<file path="src/rtl/rv32i_fetch_pkg.sv">
// Shared types and constants for the RV32I instruction-fetch front end.
package rv32i_fetch_pkg;

  typedef struct packed {
    logic [31:0] pc;
    logic [31:0] instr;
  } fetch_entry_t;

  localparam logic [31:0] RESET_PC_DEFAULT = 32'h8000_0000;
  localparam logic [31:0] NOP_INSTR        = 32'h0000_0013;

endpackage

</file>
<file path="src/rtl/sync_fifo.sv">
// Synchronous FIFO with flush; push while full is accepted when a pop happens in the same cycle.
module sync_fifo #(
  parameter int WIDTH = 32,
  parameter int DEPTH = 4
) (
  input  logic                         clk,
  input  logic                         rst_n,
  input  logic                         flush,
  input  logic                         push,
  input  logic [WIDTH-1:0]             push_data,
  input  logic                         pop,
  output logic [WIDTH-1:0]             pop_data,
  output logic [$clog2(DEPTH+1)-1:0]   count,
  output logic                         full,
  output logic                         empty
);

  localparam int PW = (DEPTH > 1) ? $clog2(DEPTH) : 1;
  localparam int CW = $clog2(DEPTH + 1);

  logic [WIDTH-1:0] mem [DEPTH];
  logic [PW-1:0]    wr_ptr;
  logic [PW-1:0]    rd_ptr;
  logic             do_push;
  logic             do_pop;

  // Explicit wrap so non-power-of-2 depths work as well.
  function automatic logic [PW-1:0] ptr_inc(input logic [PW-1:0] p);
    return (p == PW'(DEPTH - 1)) ? '0 : p + PW'(1);
  endfunction

  always_comb begin
    full     = (count == CW'(DEPTH));
    empty    = (count == '0);
    do_pop   = pop && !empty;
    do_push  = push && (!full || do_pop);
    pop_data = mem[rd_ptr];
  end

  always_ff @(posedge clk) begin
    if (do_push) mem[wr_ptr] <= push_data;
  end

  always_ff @(posedge clk) begin
    if (!rst_n || flush) begin
      wr_ptr <= '0;
      rd_ptr <= '0;
      count  <= '0;
    end else begin
      if (do_push) wr_ptr <= ptr_inc(wr_ptr);
      if (do_pop)  rd_ptr <= ptr_inc(rd_ptr);
      count <= count + CW'(do_push) - CW'(do_pop);
    end
  end

endmodule

</file>
<file path="src/rtl/if_fetch_queue.sv">
// Instruction-fetch front end: issues in-order imem requests, buffers PC-tagged responses,
// hands them to decode, and flushes on redirect.
module if_fetch_queue
  import rv32i_fetch_pkg::*;
#(
  parameter int          DEPTH           = 4,
  parameter int          MAX_OUTSTANDING = 2,
  parameter logic [31:0] RESET_PC        = RESET_PC_DEFAULT
) (
  input  logic        clk,
  input  logic        rst_n,
  input  logic        redirect_valid,
  input  logic [31:0] redirect_pc,
  output logic        imem_req_valid,
  input  logic        imem_req_ready,
  output logic [31:0] imem_req_addr,
  input  logic        imem_rsp_valid,
  input  logic [31:0] imem_rsp_data,
  output logic        inst_valid,
  input  logic        inst_ready,
  output logic [31:0] inst_data,
  output logic [31:0] inst_pc,
  output logic [31:0] inst_pc_plus4
);

  localparam int OW = $clog2(MAX_OUTSTANDING + 1);
  localparam int FW = $clog2(DEPTH + 1);
  localparam int EW = $bits(fetch_entry_t);

  logic [31:0]   fetch_pc;
  logic [OW-1:0] outstanding;
  logic [OW-1:0] drop_cnt;

  logic          req_fire;
  logic          rsp_any;
  logic          tag_pop;
  logic          entry_push;
  logic          entry_pop;

  logic [31:0]   tag_head;
  logic [OW-1:0] tag_count;
  logic          tag_full;
  logic          tag_empty;

  fetch_entry_t  entry_in;
  fetch_entry_t  head;
  logic [EW-1:0] entry_rdata;
  logic [FW-1:0] fifo_count;
  logic          entry_full;
  logic          entry_empty;

  // Stale responses (drop_cnt > 0) never touch the tag queue, which may already
  // hold tags for requests to the new PC; a response with nothing to match is ignored.
  always_comb begin
    imem_req_valid = rst_n && !redirect_valid
                  && (outstanding < OW'(MAX_OUTSTANDING))
                  && ((32'(fifo_count) + 32'(outstanding)) < 32'(DEPTH));
    imem_req_addr  = fetch_pc;
    req_fire       = imem_req_valid && imem_req_ready;
    rsp_any        = imem_rsp_valid && ((drop_cnt != '0) || !tag_empty);
    tag_pop        = imem_rsp_valid && (drop_cnt == '0) && !tag_empty;
    entry_push     = tag_pop && !redirect_valid;
    entry_in.pc    = tag_head;
    entry_in.instr = imem_rsp_data;
    head           = fetch_entry_t'(entry_rdata);
    inst_valid     = !entry_empty;
    entry_pop      = inst_valid && inst_ready;
    inst_data      = entry_empty ? NOP_INSTR : head.instr;
    inst_pc        = head.pc;
    inst_pc_plus4  = head.pc + 32'd4;
  end

  always_ff @(posedge clk) begin
    if (!rst_n) begin
      fetch_pc    <= RESET_PC;
      outstanding <= '0;
      drop_cnt    <= '0;
    end else begin
      if (redirect_valid) begin
        fetch_pc <= redirect_pc & ~32'h3;
        drop_cnt <= outstanding - OW'(rsp_any);
      end else begin
        if (req_fire) fetch_pc <= fetch_pc + 32'd4;
        if (rsp_any && (drop_cnt != '0)) drop_cnt <= drop_cnt - OW'(1);
      end
      outstanding <= outstanding + OW'(req_fire) - OW'(rsp_any);
    end
  end

  sync_fifo #(
    .WIDTH (32),
    .DEPTH (MAX_OUTSTANDING)
  ) u_tag_q (
    .clk       (clk),
    .rst_n     (rst_n),
    .flush     (redirect_valid),
    .push      (req_fire),
    .push_data (fetch_pc),
    .pop       (tag_pop),
    .pop_data  (tag_head),
    .count     (tag_count),
    .full      (tag_full),
    .empty     (tag_empty)
  );

  sync_fifo #(
    .WIDTH (EW),
    .DEPTH (DEPTH)
  ) u_entry_q (
    .clk       (clk),
    .rst_n     (rst_n),
    .flush     (redirect_valid),
    .push      (entry_push),
    .push_data (entry_in),
    .pop       (entry_pop),
    .pop_data  (entry_rdata),
    .count     (fifo_count),
    .full      (entry_full),
    .empty     (entry_empty)
  );

  // Every outstanding request is either awaiting a drop or owns a tag; credits prevent overflow.
  a_credit_balance: assert property (@(posedge clk) disable iff (!rst_n)
    outstanding == drop_cnt + tag_count);
  a_tag_no_overflow: assert property (@(posedge clk) disable iff (!rst_n)
    !(tag_full && req_fire && !tag_pop));
  a_entry_no_overflow: assert property (@(posedge clk) disable iff (!rst_n)
    !(entry_full && entry_push && !entry_pop));

endmodule
</file>
<file path="config.mk">
export PLATFORM = sky130hd
export DESIGN_NAME = if_fetch_queue
export DESIGN_NICKNAME = d
export VERILOG_FILES = /design/src/rtl/rv32i_fetch_pkg.sv /design/src/rtl/sync_fifo.sv /design/src/rtl/if_fetch_queue.sv
export SDC_FILE = /design/constraint.sdc
export NUM_CORES = 1
export LEC_CHECK = 0
export ABC_CLOCK_PERIOD_IN_PS = 3650
export BUFFER_PORTS_ARGS = -buffer_cell sky130_fd_sc_hd__buf_2
export CORE_AREA = 10 10 258 161
export DETAILED_ROUTE_END_ITERATION = 8
export DIE_AREA = 0 0 268 171
export PLACE_DENSITY = 0.58
export SYNTH_ARGS = -nofsm -noshare
export SYNTH_HDL_FRONTEND = slang
export SYNTH_SLANG_ARGS = --single-unit
</file>
<file path="constraint.sdc">
create_clock -name clk -period 3.65 [get_ports clk]
set_input_delay 0.5475 -clock clk [delete_from_list [all_inputs] [get_ports clk]]
set_output_delay 0.5475 -clock clk [all_outputs]
set_load 0.05 [all_outputs]
</file>
# Word-level counts from Yosys, hierarchy flattened

Memories as Yosys holds them, arrays and structs flattened. A register that Yosys moved wholly into a read port is not among the register bits.
Index checks and enable logic that the tools add are counted.

Add/subtract/negate cells: 15
Order comparisons: 2
Eq/ne operators: 4
Mux-type cells: 17
Bitwise gates (word level): 1
Reduce and logical (&&, ||, !) cells: 31

Operator list:

| operator                                                                     | number |
|---|---|
| 32-bit two-way mux                                                           | 3 |
| 32-bit by 3-bit adder with 32-bit output, second input constant              | 2 |
| 1-bit logical AND                                                            | 14 |
| 2-bit two-way mux                                                            | 6 |
| 1-bit two-way mux                                                            | 8 |
| 2-bit equality test, second input constant                                   | 3 |
| 1-bit logical NOT                                                            | 6 |
| 2-bit nonzero test                                                           | 3 |
| 2-bit by 1-bit subtractor with 2-bit output                                  | 3 |
| 2-bit by 1-bit adder with 2-bit output                                       | 2 |
| 2-bit by 1-bit adder with 2-bit output, second input constant                | 2 |
| 3-bit by 2-bit adder with 4-bit output                                       | 1 |
| 2-bit logical NOT                                                            | 2 |
| 1-bit logical OR                                                             | 4 |
| 4-bit by 3-bit less-than comparator with 1-bit output, second input constant | 1 |
| 3-bit by 1-bit adder with 3-bit output                                       | 1 |
| 3-bit equality test, second input constant                                   | 1 |
| 3-bit logical NOT                                                            | 1 |
| 3-bit by 1-bit subtractor with 3-bit output                                  | 1 |
| 1-bit adder, second input constant                                           | 2 |
| 2-bit less-than comparator, second input constant                            | 1 |
| 2-bit OR reduction                                                           | 1 |
| 2-bit by 1-bit subtractor with 2-bit output, second input constant           | 1 |
| 1-bit inverter                                                               | 1 |

Flip-flop bits (word level): 47
RAM bits: 320
Input bits: 70
Output and inout port bits: 130
Word-level logic and storage cells: 82
Memories: 2

Memory list:

| memory        | depth | width | rd ports | clocked after memory_dff | write ports | RTL line        | RTL |
|---|---|---|---|---|---|---|---|
| u_entry_q.mem | 4     | 64    | 1        | 1                        | 1           | sync_fifo.sv:21 | `logic [WIDTH-1:0] mem [DEPTH];` |
| u_tag_q.mem   | 2     | 32    | 1        | 1                        | 1           | sync_fifo.sv:21 |  |

# Depth between registers and ports, before layout

Gate-level depths: netlist (run 1).

Depth in word-level cells: 8
Gate-level depth with buffers: 12

# Modules after synthesis

From an unflattened synthesis (run 1), not the netlist that was laid out.

Cell total of the unflattened synthesis: 891
Area total of the unflattened synthesis: 15070.7 um^2

By module, submodules not included:

| module                | times used | cells each | area an instance (um^2) | sequential area each (um^2) |
|---|---|---|---|---|
| sync_fifo (u_entry_q) | 1          | 384        | 9670.5                  | 7867.5 |
| if_fetch_queue        | 1          | 374        | 2836.5                  | 680.7 |
| sync_fifo (u_tag_q)   | 1          | 133        | 2563.7                  | 2021.9 |

# Least setup slack after synthesis (run 1)

OpenSTA, ideal clock, no wires.

Path type: reg-to-output
Start point: register with a tool-made name
End point: output inst_pc_plus4[28]
Data arrival time: 2.900 ns
Required time: 3.102 ns
Path slack: 0.202 ns
Stages on the path, launching flop included: 10
Path buffers: 2
Path through: dfxtp_1 > buf_6 > buf_6 > mux4_2 > ha_1 > and4_2 > nand3_2 > nor2_4 > nand4_1 > xnor2_1

RTL lines:

| element       | RTL line             | RTL |
|---|---|---|
| end, declared | if_fetch_queue.sv:23 | `output logic [31:0] inst_pc_plus4` |

==> qor.yml, run 1 <==
run_status:
  status: "complete, no violations"
clock_network:
  cts_buffers: 35
  cts-root-buf: "clkbuf_16"
  htreeDepth: 2
  path_clk_slew_ps: 60
  cts_tree: "done"
  clockBufferDepth: 3
  cts.sinks: 356
  clock_latency_ps: 530
routing:
  via_per_inst: 5.16
  drt_iter0_drc: 632
  wl_per_cell_um: 21.7
  drtPass1Iterations: 5
  ant_nets: 0
  vias: 8230
  wl_mm: 34.6
  drc_errors: 0
global_routing:
  grtUsageTotal_pct: 15.0
  grt-ovfl-total: 0
  grt_pass1_vias: 8491
  grt_max_degree: 63
  antenna_found_initial: 0
  grt_first_pass_wirelength_mm: 52.1
logic_synthesis:
  synth_ff_type: "edfxtp_1"
  synth.distinct_cells: 60
  synth-edff-count: 308
  synthCells: 858
  ys_warn_count: 0
  avgSynthCellArea_um2: 17.0
  netlist_top_cells_area: "edfxtp_1, mux4_2, dfxtp_1"
  syn_area_um2: 14600
  synth_largest_area_cell: "edfxtp_1"
  synth_top_cell_area_share_pct: 63.5
  ys_ff_latch: 356
  seq_area_frac_synth_pct: 70.1
  async_flop_share_pct: 0
critical_path:
  path_max_fanout: 8
  crit_type: "flop to output port"
  worst_ep_arrival_time_ps: 2990
  worstPathRequired_ps: 3100
  cp-start-kind: "flop"
  end_kind: "output port"
sta:
  tightest_slew_ps: 858
  finClkSkew_ps: 16.3
  slew_violations: 0
  relSlewSlack_pct: 42.5
  fin_crit_sh_pct: 97.0
  fin_ws_ps: 111
  finalCriticalPeriod_ps: 3540
  hold_viol: 0
  setup_viol: 0
  timing.hold.ws_ps: 240
  fmax_ghz: 0.283
  grt_setup_unrepaired: "true"
pwr:
  power_leakage_nw: 6.19
  vdd_drop_max_mv: 0.318
  p_per_area_nw_per_um2: 491
die:
  chipHeight_um: 171
  rows: 55
  core_um2: 37000
  die-area_um2: 45800
  pin_count: 200
  start_util_pct: 39.3
  die_w_um: 268
final_layout:
  num-nets-final: 1170
  instances_no_fill: 1595
  multiInputGateArea_um2: 4040
  area_delta_synth_final_pct: 20.1
  ff_latch_area_um2: 10200
  design_area_um2: 17500
  drive_above_1_share_pct: 35.3
  nFillCells: 3206
worst_hold_path:
  hold_class: "primary input to flop"
placement:
  dp_cells: 1521
  placed_area_um2: 16200
  io_buffers: 191
  dp_hpwl_mm: 23.4
  gp_congestion: 0.800
  pre_cts_ws_ps: 377
job:
  max-cap-violations: 0
## routing by layer
metal,share of wire (%),global-route usage (%)
met5,0,0
met4,1.4,3.33
met3,6.2,3.84
met2,47,23.7
met1,46,20.4
## worst paths after layout
| path | from | to | slack, ps | depth (start not counted) |
|---|---|---|---|---|
| min reg2reg | u_tag_q.rd_ptr | u_tag_q.rd_ptr | 520 | 2 |
| min | imem_rsp_data[22] | u_entry_q.mem[0][22] | 240 | 1 |
| max reg2reg | drop_cnt[0] | u_entry_q.mem[2][26] | 1020 | 8 |
| max | flop | inst_pc_plus4[31] | 110 | 8 |
## layout make-up
cell class                      count  share of cell area (%)
Clock buffer                       45                    5.46
Sequential cell                   356                    58.4
Inverter                           24                   0.515
Timing Repair Buffer              225                    7.89
Antenna cell                        1                  0.0143
Multi-Input combinational cell    441                    23.1
Tap cell                          484                    3.46
Clock inverter                     19                    1.09
## synthesized netlist by cell type, types with 12 or more instances
master and number:
nor2_1 34, mux2_2 32, o21ai_0 16, edfxtp_1 308, a21oi_1 18, mux4_2 62
nand2_1 35, and2_1 42, and3_1 19, xor2_1 12, clkbuf_1 18, ha_1 16
inv_1 22, dfxtp_1 48, xnor2_1 32, nand3_1 19
## registers in the layout, summed over array words and instances, names as in the netlist, named ones only
name	cells
drop_cnt	2
imem_req_addr	30
outstanding	2
u_entry_q.count	3
u_entry_q.mem	248
u_entry_q.rd_ptr	2
u_entry_q.wr_ptr	2
u_tag_q.count	2
u_tag_q.mem	60
u_tag_q.rd_ptr	1
u_tag_q.wr_ptr	1
## stage by stage
step	power, mW	TNS [ps]	utilization [%]
2_1_floorplan	4.89	0	-
3_3_place_gp	5.05	0	43.7
3_5_place_dp	5.06	0	43.7
4_1_cts	8.70	0	47.1
5_1_grt	8.92	-18.4	47.2
6_report	8.59	0	47.2
## where the power goes
group	internal [mW]	switching, mW	total (mW)
Sequential	4.47	0.0616	4.53
Combinational	0.139	0.294	0.433
Clock	2.08	1.54	3.62
Total	6.69	1.90	8.59
## layout by cell type, fill, tap and decap left out, drive strengths merged, types with 7 or more instances in the layout
cell type,count
inv,24
dfxtp,48
and2,45
and3,20
buf,224
nor2,36
mux4,62
clkbuf,46
a31oi,11
xor2,12
o21ai,16
nand2,36
mux2,32
edfxtp,308
clkinv,16
xnor2,32
nor3,7
a21oi,18
and4,8
ha,16
nand4,12
nand3,21
## timing repair
item | in CTS | in global routing
setup endpoints to repair | 12 | 8
pin swaps | 2 | 0
setup buffers | 5 | 4
resized for setup | 8 | 8
hold buffers | 0 | 0
## critical path, stage by stage, from the launching register on
cell and delay (ps):
dfxtp_4 470, buf_4 210, mux4_2 560, and4_1 300, and3_1 250, and3_1 210
nand3_1 110, xnor2_1 120, buf_4 230
## cell families (layout without fill, tap and decap cells)
logic type | count (synthesis) | in the layout | share of synthesized area [%]
buffers and inverters | 66 | 313 | 2.31
xor gates and xnor gates | 44 | 44 | 2.65
AOI/OAI and AO/OA | 76 | 76 | 3.38
muxes | 100 | 100 | 12.5
and+or+nand+nor | 198 | 198 | 7.54
DFF | 356 | 356 | 70.1
other | 1 | 7 | 0.0258
adders and majority gates | 17 | 17 | 1.51
(Power assumes the default switching activity.)
==> run 2: changes to the inputs <==
--- a/config.mk
+++ b/config.mk
@@ -7,10 +7,11 @@
 export LEC_CHECK = 0
 export ABC_CLOCK_PERIOD_IN_PS = 3650
 export BUFFER_PORTS_ARGS = -buffer_cell sky130_fd_sc_hd__buf_2
-export CORE_AREA = 10 10 258 161
+export CORE_AREA = 10 10 262 164
 export DETAILED_ROUTE_END_ITERATION = 8
-export DIE_AREA = 0 0 268 171
-export PLACE_DENSITY = 0.58
+export DIE_AREA = 0 0 272 174
+export PLACE_DENSITY = 0.57
 export SYNTH_ARGS = -nofsm -noshare
 export SYNTH_HDL_FRONTEND = slang
+export SYNTH_HIERARCHICAL = 1
 export SYNTH_SLANG_ARGS = --single-unit
==> run 2 against run 1 <==
  * Clock power up 1%
  * Area after synthesis up 3.4%
  * Global-route usage up 0.085 points
  * Via count up 4.9%
  * Non-clock buffer count up 19
  * First-iteration DRC count down 16%
  * Hold slack worse by 11 ps
  * Design area up 4.9%
  * Sequential cell count up 12
  * Critical path type unchanged
  * Largest cell class unchanged
==> qor.yml, run 2 <==
clock_network:
  cts.sinks: 368  # was 356
  htreeDepth: 2  # unchanged
  path_clk_slew_ps: 60  # about the same
  clock_latency_ps: 530  # about the same
  cts_tree: "done"  # unchanged
  cts_buffers: 36  # was 35
  cts-root-buf: "clkbuf_16"  # unchanged
  ctsHoldBuffers: 0  # unchanged
  clockBufferDepth: 3  # unchanged
critical_path:
  crit_top_cell: "buf_4"
  r2r_cells: 10  # was 8
  cp-start-kind: "flop"  # unchanged
  setup.worst_path.end: "inst_pc_plus4[31]"  # unchanged
  cp_slowest_stage_delay_ps: 560  # about the same
  cp_cell_sequence: "buf_4 -> mux4_2 -> and3_1 -> nand4_1 -> nor2_1 -> buf_4 -> xor2_2 -> buf_6"  # was buf_4 -> mux4_2 -> and4_1 -> and3_1 -> and3_1 -> nand3_1 -> xnor2_1 -> buf_4
  worst_ep_arrival_time_ps: 3100  # was 2990 ps
  worstReg2RegEnd: "u_entry_q/count[2]"  # was u_entry_q.mem[2][26]
  path_max_fanout: 21  # was 8
  crit_type: "flop to output port"  # unchanged
  worstPathRequired_ps: 3100  # about the same
  r2r_slack_ps: 1010  # was 1020 ps
  cp_slowest_cell: "dfxtp_4"  # was mux4_2
  end_kind: "output port"  # unchanged
  r2r-start: "u_entry_q/count[1]"  # was drop_cnt[0]
sta:
  hold_viol: 0  # unchanged
  tightest_slew_ps: 818  # was 858 ps
  fmax_ghz: 0.274  # was 0.283 GHz
  timing.hold.ws_ps: 229  # was 240 ps
  setup_viol: 0  # unchanged
  finClkSkew_ps: 20.5  # was 16.3 ps
  fin_crit_sh_pct: 100  # was 97.0%
  slew_violations: 0  # unchanged
  grt_setup_unrepaired: "true"  # unchanged
  finalCriticalPeriod_ps: 3650  # was 3540 ps
  relSlewSlack_pct: 45.4  # was 42.5%
pwr:
  comb_power_share_pct: 3.9  # was 5.0%
  power_leakage_nw: 6.32  # was 6.19 nW
  p_int_mw: 6.86  # was 6.69 mW
  clockPowerShare_pct: 42.2  # about the same
  sw_frac_of_total_pct: 20.9  # was 22.1%
  p_per_area_nw_per_um2: 473  # was 491 nW/µm²
  p_switching_mw: 1.82  # was 1.90 mW
  vdd_drop_max_mv: 0.225  # was 0.318 mV
  p_seq_share_pct: 53.8  # was 52.8%
global_routing:
  grt_max_degree: 65  # was 63
  grt_pass1_vias: 8823  # was 8491
  grt-ovfl-total: 0  # unchanged
  grt_first_pass_wirelength_mm: 55.3  # was 52.1 mm
  antenna_found_initial: 5  # was 0
  grtUsageTotal_pct: 15.1  # was 15.0%
routing:
  ant_nets: 0  # unchanged
  drt_iter0_drc: 529  # was 632
  vias: 8631  # was 8230
  drc_errors: 0  # unchanged
  wl_mm: 36.1  # was 34.6 mm
  drtPass1Iterations: 5  # unchanged
  via_per_inst: 5.12  # was 5.16
  wl_per_cell_um: 21.4  # was 21.7 µm
final_layout:
  instances_no_fill: 1686  # was 1595
  top_register: "u_entry_q/mem"  # was u_entry_q.mem
  drive_above_1_share_pct: 34.2  # was 35.3%
  layout_commonest_cell: "edfxtp_1"  # unchanged
  largest_reg_flops: 256  # was 248
  fin_util_pct: 47.8  # was 47.2%
  area_delta_synth_final_pct: 21.8  # was 20.1%
  final_cell_mix: "edfxtp_1, buf_2, mux4_2, dfxtp_1, buf_4"  # was edfxtp_1, buf_2, mux4_2, dfxtp_1, and2_1
  num-nets-final: 1220  # was 1170
die:
  rows: 56  # was 55
  die_w_um: 272  # was 268 µm
  die-area_um2: 47300  # was 45800 µm²
  core_um2: 38300  # was 37000 µm²
  pin_count: 200  # unchanged
  chipHeight_um: 174  # was 171 µm
  start_util_pct: 39.3  # about the same
placement:
  dp_hpwl_mm: 24.5  # was 23.4 mm
  gp_congestion: 0.768  # was 0.800
  dp_cells: 1598  # was 1521
  io_buffers: 195  # was 191
run_status:
  status: "complete, no violations"  # unchanged
logic_synthesis:
  avgSynthCellArea_um2: 16.9  # was 17.0 µm²
  ys_warn_count: 6  # was 0
  synthCells: 889  # was 858
  syn_area_um2: 15100  # was 14600 µm²
worst_hold_path:
  hold_class: "primary input to flop"  # unchanged
  hold_path.startpoint: "imem_rsp_data[1]"  # was imem_rsp_data[22]
job:
  max-cap-violations: 0  # unchanged
## run 2: final cells by class
| type | count | area [µm²] |
|---|---|---|
| diodes | 1 | 2.50 |
| clock buffers | 44 | 952 |
| clock inverters | 22 | 203 |
| fillers | 3332 | 20000 |
| inverters | 19 | 71.3 |
| multi-input cells | 466 | 4360 |
| flip-flops and latches | 368 | 10600 |
| well taps | 522 | 653 |
| repair buffers | 244 | 1520 |
## run 2: how the worst min path moves through the flow
stage / endpoint / slack [ps] / depth (start not counted)
floorplan: u_tag_q/wr_ptr / 460 / 2
detailed placement: u_tag_q/wr_ptr / 480 / 2
finish: u_entry_q/mem[0][1] / 230 / 1
global route: u_entry_q/mem[0][6] / 210 / 1
global placement: u_tag_q/wr_ptr / 480 / 2
CTS: u_entry_q/mem[0][1] / 190 / 1
## run 2: critical path: cells and delay by family (launching register included)
kind / cells / cell delay, ps
muxes: 1 / 360
buffers and inverters: 3 / 660
DFF: 1 / 560
and+or+nand+nor: 3 / 820
xor gates and xnor gates: 1 / 140
## run 2: per-stage QoR
stage	setup TNS [ps]	total power, mW	cell area (µm²)	setup WS, ps
floorplan	0	4.96	15100	2.79
global placement	0	5.10	17000	359
detailed placement	0	5.11	17000	326
CTS	-66.1	8.80	18300	-48.5
global route	-450	9.01	18300	-121
finish	0	8.68	18300	0.0677
## run 2: layer usage
layer  part of all wire, %  routed length [µm]  GRT usage, %  vias up
li1                      -                   -             -     4002
met4                   1.6                 570          3.67        2
met3                   5.3                1910          3.34       43
met1                    45               16400          20.3     4390
met5                 0.036                  13             0        -
met2                    48               17200          24.4      194
## run 2: power by group through the flow
stage	Clock, mW	Combinational, mW	Sequential, mW
6_report	3.66	0.342	4.67
5_1_grt	3.95	0.376	4.68
4_1_cts	3.78	0.347	4.67
3_5_place_dp	0	0.345	4.76
3_3_place_gp	0	0.339	4.76
2_1_floorplan	0	0.148	4.81
## run 2: what timing repair did
item | in CTS | in global routing
cloned | 0 | 0
endpoints found under the setup margin | 13 | 10
setup buffers | 15 | 6
pin swaps | 4 | 3
gates resized for setup | 14 | 2
